==> config.mk <==
export PLATFORM = sky130hd
export DESIGN_NAME = key_schedule_ctrl
export DESIGN_NICKNAME = d
export VERILOG_FILES = /design/src/rtl/key_schedule_ctrl_pkg.sv /design/src/rtl/key_schedule_ctrl_rotl_var.sv /design/src/rtl/key_schedule_ctrl.sv
export SDC_FILE = /design/constraint.sdc
export NUM_CORES = 2
export LEC_CHECK = 0
export BUFFER_PORTS_ARGS = -buffer_cell sky130_fd_sc_hd__buf_2
export CORE_MARGIN = 4
export CORE_UTILIZATION = 30
export DETAILED_ROUTE_END_ITERATION = 8
export GPL_ROUTABILITY_DRIVEN = 1
export PLACE_DENSITY_LB_ADDON = 0.15
export SKIP_LAST_GASP = 1
export SYNTH_ARGS = -nofsm -noshare
export SYNTH_HDL_FRONTEND = slang
export SYNTH_HIERARCHICAL = 1
export SYNTH_SLANG_ARGS = --single-unit
==> constraint.sdc <==
create_clock -name clk -period 23.8 [get_ports clk]
set_input_delay 1.19 -clock clk [delete_from_list [all_inputs] [get_ports clk]]
set_output_delay 1.19 -clock clk [all_outputs]
set_load 0.02 [all_outputs]
==> src/rtl/key_schedule_ctrl_pkg.sv <==
// Shared definitions for the RC5-style key schedule controller:
// FSM state encoding, the RC5-32 magic constants and a small helper.
package key_sched_pkg;

  typedef enum logic [2:0] {
    ST_IDLE = 3'd0,
    ST_LOAD = 3'd1,
    ST_INIT = 3'd2,
    ST_MIX  = 3'd3,
    ST_DONE = 3'd4
  } state_e;

  localparam logic [31:0] P32 = 32'hB7E15163;
  localparam logic [31:0] Q32 = 32'h9E3779B9;

  function automatic int max_int(input int x, input int y);
    return (x > y) ? x : y;
  endfunction

endpackage

==> src/rtl/key_schedule_ctrl_rotl_var.sv <==
// Variable left rotate of a W-bit word by a log2(W)-bit amount.
module rotl_var #(
  parameter int W = 32
) (
  input  logic [W-1:0]         data_i,
  input  logic [$clog2(W)-1:0] amt_i,
  output logic [W-1:0]         rot_o
);

  logic [2*W-1:0] dbl;

  // Shift a doubled copy; the upper half is the rotated word.
  always_comb begin
    dbl   = {data_i, data_i} << amt_i;
    rot_o = dbl[2*W-1:W];
  end

endmodule

==> src/rtl/key_schedule_ctrl.sv <==
// RC5-style key expansion controller: loads the key into L, fills S with
// the P/Q progression, then runs 3*max(t,c) mixing rounds over S and L.
// Optional build macro KEY_SCHED_ZEROIZE_EN clears L, A, B and the captured
// key in the DONE cycle; S and all timing are unaffected by it.
//
// state   | meaning
// --------+-------------------------------------------------------------
// IDLE    | waiting for start; S table held and readable
// LOAD    | b cycles, key bytes b-1..0 shifted into L
// INIT    | t cycles, S[k] = P + k*Q
// MIX     | 3*max(t,c) cycles of A/B mixing into S and L
// DONE    | one cycle, done pulse, then back to IDLE
module key_schedule_ctrl
  import key_sched_pkg::*;
#(
  parameter int w = 32,
  parameter int b = 16,
  parameter int t = 26,
  parameter int u = 4,
  parameter int c = 4
) (
  input  logic                 clk,
  input  logic                 rst,
  input  logic                 start,
  input  logic [8*b-1:0]       key,
  input  logic [w-1:0]         pW,
  input  logic [w-1:0]         qW,
  input  logic [$clog2(t)-1:0] s_rd_addr,
  output logic [w-1:0]         s_rd_data,
  output logic                 busy,
  output logic                 done
);

  localparam int AW      = $clog2(t);
  localparam int CW      = (c > 1) ? $clog2(c) : 1;
  localparam int RW      = $clog2(w);
  localparam int MIX_LEN = 3 * max_int(t, c);
  localparam int CNTW    = $clog2(max_int(max_int(b, t), MIX_LEN) + 1);

  localparam logic [CNTW-1:0] CNT_LOAD = CNTW'(b - 1);
  localparam logic [CNTW-1:0] CNT_INIT = CNTW'(t - 1);
  localparam logic [CNTW-1:0] CNT_MIX  = CNTW'(MIX_LEN - 1);
  localparam logic [AW-1:0]   I_LAST   = AW'(t - 1);
  localparam logic [CW-1:0]   J_LAST   = CW'(c - 1);

  state_e state_q, state_d;

  logic [8*b-1:0] key_q;
  logic [w-1:0]   p_q, q_q;
  logic [w-1:0]   a_q, b_q;
  logic [w-1:0]   l_q [c];
  logic [w-1:0]   s_q [t];
  logic [CNTW-1:0] cnt_q;
  logic [AW-1:0]  i_q;
  logic [CW-1:0]  j_q;

  logic           tc;
  logic [7:0]     key_byte;
  logic [CW-1:0]  load_l_idx;
  logic [w-1:0]   load_l_next;
  logic [w-1:0]   mix_sum_a, mix_sum_b, ab_sum;
  logic [w-1:0]   a_new, b_new;

  // Phase counter counts down; zero marks the last cycle of the phase.
  assign tc = (cnt_q == '0);

  // State register.
  always_ff @(posedge clk or negedge rst) begin
    if (!rst) state_q <= ST_IDLE;
    else      state_q <= state_d;
  end

  // Next-state logic; start is only honoured in IDLE.
  always_comb begin
    state_d = state_q;
    unique case (state_q)
      ST_IDLE: if (start) state_d = ST_LOAD;
      ST_LOAD: if (tc)    state_d = ST_INIT;
      ST_INIT: if (tc)    state_d = ST_MIX;
      ST_MIX:  if (tc)    state_d = ST_DONE;
      ST_DONE:            state_d = ST_IDLE;
      default:            state_d = ST_IDLE;
    endcase
  end

  // Status outputs decoded from the current state.
  always_comb begin
    busy = (state_q == ST_LOAD) || (state_q == ST_INIT) || (state_q == ST_MIX);
    done = (state_q == ST_DONE);
  end

  // In LOAD the phase counter doubles as the byte index (b-1 down to 0).
  always_comb begin
    key_byte = '0;
    for (int k = 0; k < b; k++)
      if (cnt_q == CNTW'(k)) key_byte = key_q[8*k +: 8];
  end

  // L word targeted by the current key byte and its shifted-in value.
  always_comb begin
    load_l_idx  = CW'(cnt_q / CNTW'(u));
    load_l_next = (l_q[load_l_idx] << 8) + {{(w-8){1'b0}}, key_byte};
  end

  // Mixing round arithmetic; A' feeds both the S write and the B path.
  always_comb begin
    mix_sum_a = s_q[i_q] + a_q + b_q;
    ab_sum    = a_new + b_q;
    mix_sum_b = l_q[j_q] + ab_sum;
  end

  rotl_var #(.W(w)) u_rotl_a (
    .data_i (mix_sum_a),
    .amt_i  (RW'(3)),
    .rot_o  (a_new)
  );

  rotl_var #(.W(w)) u_rotl_b (
    .data_i (mix_sum_b),
    .amt_i  (ab_sum[RW-1:0]),
    .rot_o  (b_new)
  );

  // Datapath: key capture, L load, S init and the mixing rounds.
  always_ff @(posedge clk or negedge rst) begin
    if (!rst) begin
      key_q <= '0;
      p_q   <= '0;
      q_q   <= '0;
      a_q   <= '0;
      b_q   <= '0;
      cnt_q <= '0;
      i_q   <= '0;
      j_q   <= '0;
      for (int k = 0; k < c; k++) l_q[k] <= '0;
      for (int k = 0; k < t; k++) s_q[k] <= '0;
    end else begin
      unique case (state_q)
        ST_IDLE: begin
          if (start) begin
            key_q <= key;
            p_q   <= pW;
            q_q   <= qW;
            a_q   <= '0;
            b_q   <= '0;
            cnt_q <= CNT_LOAD;
            i_q   <= '0;
            j_q   <= '0;
            for (int k = 0; k < c; k++) l_q[k] <= '0;
          end
        end
        ST_LOAD: begin
          l_q[load_l_idx] <= load_l_next;
          if (tc) cnt_q <= CNT_INIT;
          else    cnt_q <= cnt_q - CNTW'(1);
        end
        ST_INIT: begin
          s_q[i_q] <= (i_q == '0) ? p_q : s_q[i_q - AW'(1)] + q_q;
          if (tc) begin
            cnt_q <= CNT_MIX;
            i_q   <= '0;
          end else begin
            cnt_q <= cnt_q - CNTW'(1);
            i_q   <= i_q + AW'(1);
          end
        end
        ST_MIX: begin
          s_q[i_q] <= a_new;
          l_q[j_q] <= b_new;
          a_q      <= a_new;
          b_q      <= b_new;
          i_q      <= (i_q == I_LAST) ? '0 : i_q + AW'(1);
          j_q      <= (j_q == J_LAST) ? '0 : j_q + CW'(1);
          if (!tc) cnt_q <= cnt_q - CNTW'(1);
        end
        ST_DONE: begin
`ifdef KEY_SCHED_ZEROIZE_EN
          key_q <= '0;
          a_q   <= '0;
          b_q   <= '0;
          for (int k = 0; k < c; k++) l_q[k] <= '0;
`endif
        end
        default: ;
      endcase
    end
  end

  // Combinational S read port; out-of-range addresses return zero.
  always_comb begin
    s_rd_data = '0;
    for (int k = 0; k < t; k++)
      if (s_rd_addr == AW'(k)) s_rd_data = s_q[k];
  end

endmodule

Yosys cells after proc, flatten, opt, wreduce, memory -nomap -nowiden
Index checks and enable logic that the tools add are counted.

operators by class
  add/subtract/negate cells = 10
  order comparisons = 7
  equal/unequal tests = 51
  shift-type cells = 1
  multiplexer cells = 88
  bitwise operators = 4
  reduce and logical (&&, ||, !) cells = 20

operator list
  operator                                             count
  bitwise mux 832 bit                                  2
  one-hot mux 832 bit (2 select lines)                 1
  2-to-1 mux 32 bit                                    37
  one-hot mux 128 bit (3 select lines)                 1
  binary-select mux 32 bit (select 5 bit)              2
  bitwise mux 128 bit                                  2
  adder 32 bit                                         5
  demux 32 bit (select 5 bit)                          1
  binary-select mux 32 bit (select 2 bit)              2
  demux 32 bit (select 2 bit)                          2
  2-to-1 mux 128 bit                                   1
  2-to-1 mux 8 bit                                     16
  one-hot mux 32 bit (2 select lines)                  2
  << shifter 64 x 5 -> 64 bit                          1
  equality test 7 x 4 -> 1 bit, second input constant  8
  equality test 5 bit, second input constant           11
  2-to-1 mux 24 bit                                    2
  equality test 5 x 4 -> 1 bit, second input constant  8
  adder 32 x 8 -> 32 bit                               1
  equality test 7 x 3 -> 1 bit, second input constant  4
  2-to-1 mux 7 bit                                     4
  one-hot mux 7 bit (4 select lines)                   1
  equality test 5 x 3 -> 1 bit, second input constant  4
  2-to-1 mux 5 bit                                     3
  other kinds (35)                                     60

word-level totals
  bits in registers = 1233
  input bits = 200
  output and inout bits = 34
  word-level logic and storage cells = 220

Logic depth before layout (Yosys ltp)
  word-level depth = 27
  mapped depth = 57
  gate-level depth less buffers = 53

Modules after synthesis
The synthesis kept the hierarchy.

modules (own cells, without submodules)
  module             times used  cells an instance  area an instance (um2)  sequential area each (um2)
  key_schedule_ctrl  1           7132               73321.6                 30854.6
  rotl_var           2           116                2052.0                  0.0

Least setup slack after synthesis
No wires, ideal clock.

  path type = reg2reg
  from = register i_q[0]
  to = register l_q[104] (netlist name)
  library setup time = 0.127 ns
  arrival = 12.343 ns
  required time = 23.673 ns
  slack = 11.330 ns
  stages on the path, launching flop included = 54
  path buffers = 5
  period minus slack after synthesis = 12.470 ns
  cell sequence = dfrtp_1 buf_6 clkbuf_1 buf_1 buf_2 mux4_2 a22o_1 a211oi_1 o21ai_0 fa_1 ha_1 or3_1 a211oi_1 o21ai_0 a311oi_1 o31ai_1 a221oi_1 a211oi_1 [... 18 more ...] a21o_1 a21o_1 a21oi_1 o31ai_1 or4_1 o221ai_1 nand3_1 nand3_1 nand2b_1 a21oi_1 xnor2_1 mux4_2 mux4_1 mux2_2 and3_1 clkbuf_1 a222oi_1 inv_1

between the ends
  word-level cells in the longest chain between the ends = 11

ends and longest elaborated chain
  element                                                line                              RTL
  from (decl)                                            key_schedule_ctrl.sv:54           logic [AW-1:0] i_q;
  from (signal assigned)                                 key_schedule_ctrl.sv:164          i_q <= i_q + AW'(1);
  from (signal assigned)                                 key_schedule_ctrl.sv:172          i_q <= (i_q == I_LAST) ? '0 : i_q + AW'(1);
  inverter 5 -> 6 bit (not written as such)              key_schedule_ctrl.sv:107          mix_sum_a = s_q[i_q] + a_q + b_q;
  binary-select mux 32 bit (select 5 bit)                key_schedule_ctrl.sv:107
  2-to-1 mux 32 bit (not written as such) (2 in series)  key_schedule_ctrl.sv:107
  adder 32 bit (2 in series)                             key_schedule_ctrl.sv:107
  net mix_sum_a[30]                                      key_schedule_ctrl.sv:61           logic [w-1:0] mix_sum_a, mix_sum_b, ab_sum;
  adder 32 bit                                           key_schedule_ctrl.sv:108          ab_sum = a_new + b_q;
  adder 32 bit                                           key_schedule_ctrl.sv:109          mix_sum_b = l_q[j_q] + ab_sum;
  net mix_sum_b[28]                                      key_schedule_ctrl.sv:61
  << shifter 64 x 5 -> 64 bit                            key_schedule_ctrl_rotl_var.sv:14  dbl = {data_i, data_i} << amt_i;
  net b_new[8]                                           key_schedule_ctrl.sv:62           logic [w-1:0] a_new, b_new;
  bitwise mux 128 bit                                    key_schedule_ctrl.sv:169          l_q[j_q] <= b_new;
  one-hot mux 128 bit (3 select lines)                   key_schedule_ctrl.sv:138          unique case (state_q)
  to (signal, indexed assignment)                        key_schedule_ctrl.sv:153          l_q[load_l_idx] <= load_l_next;
  to (signal, indexed assignment)                        key_schedule_ctrl.sv:169
  to (decl)                                              key_schedule_ctrl.sv:51           logic [w-1:0] l_q [c];

The timed path passes the listed nets, and every way through them passes these cells. The select of a mux whose other input is x is not followed.
A chain may end at the register's enable or synchronous reset.

Final worst setup path
  from = register i_q[0]
  to = register l_q[44] (netlist name)

Same word-level chain as after synthesis.

==> run metrics <==
outcome=complete, no violations; # DRC=0; final hold viol count=0; Post-Synth XOR/XNOR Area=1.222%; Via Count=65,880; critical path launch point type=flip-flop; CP max stage delay=0.86 ns; I/O pins=234; drt first pass iters=8; initial antenna violation count=35; Post-CTS Resized=0; Syn Std Cell Area=77,430 sq um; Worst Skew=0.06919 ns; Simple-Gate Fraction of Synth Area=10.03%; share of layout cells above drive strength 1=24.21%; Slew headroom=13.17%; TritonCTS Buffers=157; Yosys top cell area share=39.85%; met3 Usage GRT=5.509%; DPL Wire Length=250,400 um; CORE AREA=256,900 sq um; Async SR Flop Fraction=100.0%; Fin Setup TNS=0 ns; fill cell count=26,020; period utilization=65.30%; antenna violation net count after detailed routing=0; synthesis warning total=6; Worst-Skew Late Latency=0.85 ns; die height=516.0 um; combinational family with the most area after synthesis=multiplexers; top cells by area, synth=dfrtp_1, mux4_2, o21ai_0; GRT overflow=0; Crit path top cell by count=a21oi_1; Setup WS post-layout=8.259 ns; CP Class=reg2reg; adder-cell share of the synthesized area=3.103%; cell taking the most area after synthesis=dfrtp_1; Routability Congestion=0.8976; complex-gate fraction of the synthesized area=17.11%; first-pass GRT wire length=510,500 um; met2 Usage GRT=39.92%; RSZ-0062 raised after global routing=false; CTS H-tree depth=4; Most Used Layer, Global Route=met2; clk buf depth=3; mux cell area share after synthesis=24.75%; max-slew violations=0; crit end category=flip-flop; Min Hold Slack=0.3418 ns; Final setup viols=0; Worst-path clk slew=0.05 ns; # hold bufs at CTS=0; Area Overhead vs Synth=13.71%; CTS tree=yes; Layout Utilization=34.27%; Global Route Usage Sum=26.60%; vias in the first global route=64,130; setup bufs post-CTS=0; Critical-path top delay cell=dfrtp_4; required time of the critical path=24.47 ns; fin crit period=15.54 ns; CP max FO=90; post-synth cell types=87; max-cap violation count=0; critical path startpoint=i_q[0]$_DFFE_PN0P_; routed len/inst=33.32 um; Die W=516.0 um; CTS sink cnt=1,233; Avg Cell Area, Syn=10.51 sq um; ys flop type=dfrtp_1; PortBufs=233; DRT iter0 DRCs=7,409; Starting Density=30.14%; r2r startpoint=i_q[0]$_DFFE_PN0P_; Syn Inst Count=7,364; Worst Path Arrival=16.21 ns; Routed WL=361,900 um; pin count of the biggest net entering global routing=146; number of vias per cell=6.066; slew of the pin with the lowest slew margin=1.303 ns; Final nets=7,706; pre-CTS setup slack=8.474 ns; clock root cell=clkbuf_16; # rows=186; sequential element share of the synthesized area=39.85%; Seq cells post-synth=1,233; Worst Hold Class=in2async; met1 GRT Util=37.17%; number of synthesized flops with an enable pin=0; fmax=64.34 MHz; Die ar.=266,300 sq um
-- cell usage in the layout, fill, tap and decap left out, drive strengths merged, types with 74 or more instances in the layout --
master     n
nor3      79
clkbuf   219
mux4     608
nand3     89
inv      112
nor2     303
o22ai     74
xnor2     77
a21oi    284
a22oi    166
nand2   1225
mux2i     83
buf      448
dfrtp   1233
a31oi     74
mux2     392
ha       136
o21ai   1014
-- sequential cells by signal, summed over array words and instances (netlist names), 7 cells and up --
signal,count
l_q,128
q_q,32
s_q,832
p_q,32
cnt_q,7
key_q,128
b_q,32
a_q,32
-- layout make-up --
type	instances	area [sq um]	area share (%)
antenna	11	27.53	0.03126
clock buffer	219	4523	5.137
clock inverter	70	1042	1.184
inverter	109	409.1	0.4647
multi-input combinational	5386	44080	50.07
sequential	1233	30870	35.06
tap	3384	4234	4.809
timing repair buffer	448	2863	3.251
-- logic make-up (layout without fill, tap and decap cells) --
kind of cell | Yosys count | after routing
flip-flops | 1233 | 1233
buffers and inverters | 748 | 846
adder cells (fa/ha/maj) | 171 | 171
multiplexers | 1083 | 1083
AND/OR/NAND/NOR | 1874 | 1874
other | 2 | 16
XOR/XNOR | 108 | 108
AO/OA/AOI/OAI | 2145 | 2145
-- critical path: cells and delay by family (launching register included) --
kind / cells / cell delay, ns
mux: 7 / 3.51
buf+inv: 5 / 2.09
simple gates: 7 / 0.89
fa+ha+maj: 4 / 1.62
compound gates: 23 / 5.58
xor+xnor: 4 / 0.62
flops: 1 / 0.86
-- synthesized netlist by cell type (all sizes together) (10+ instances only) --
cell        n
dfrtp    1233
nand2    1225
o21ai    1014
mux4      608
clkbuf    500
mux2      392
nor2      303
a21oi     284
a22oi     166
buf       139
ha        136
inv       109
nand3      89
mux2i      83
nor3       79
xnor2      77
a31oi      74
o22ai      74
a222oi     71
a22o       69
a21o       60
a221oi     49
a211oi     48
a32oi      42
fa         35
xor2       31
o211ai     29
and3       28
nor2b      27
nand2b     25
and2       24
o21a       23
nand4      20
o311ai     19
nor4       16
a2111oi    15
o221ai     14
o31ai      13
o21bai     12
or3        11
a221o      10
a31o       10
-- final timing paths --
check | to | slack, ns | depth (start not counted)
worst max-delay path | l_q[44]$_DFFE_PN0P_ | 8.26 | 50
worst min-delay path | s_q[100]$_DFFE_PN0P_ | 0.34 | 1
worst max register to register | l_q[44]$_DFFE_PN0P_ | 8.26 | 50
worst min register to register | l_q[126]$_DFFE_PN0P_ | 0.47 | 2
max in group asynchronous | s_q[788]$_DFFE_PN0P_ | 19.43 | 5
min in group clk | l_q[126]$_DFFE_PN0P_ | 0.47 | 2
-- layer usage --
layer	vias to the layer above	share of wire, %	wire length (um)
li1	27710	-	-
met5	-	0.044	160
met3	665	8.4	30220
met1	34040	43	155000
met4	24	4.8	17460
met2	3448	44	159000
-- through the flow --
stage | area (sq um) | cells
floorplan | 77440 | 7367
detailed placement | 82450 | 10560
global placement | 82450 | 10560
global route | 88030 | 10850
finish | 88040 | 10860
CTS | 88020 | 10850
Power is not shown: default switching activity piles up to over one toggle a cycle in this logic, so the estimate is an artifact.
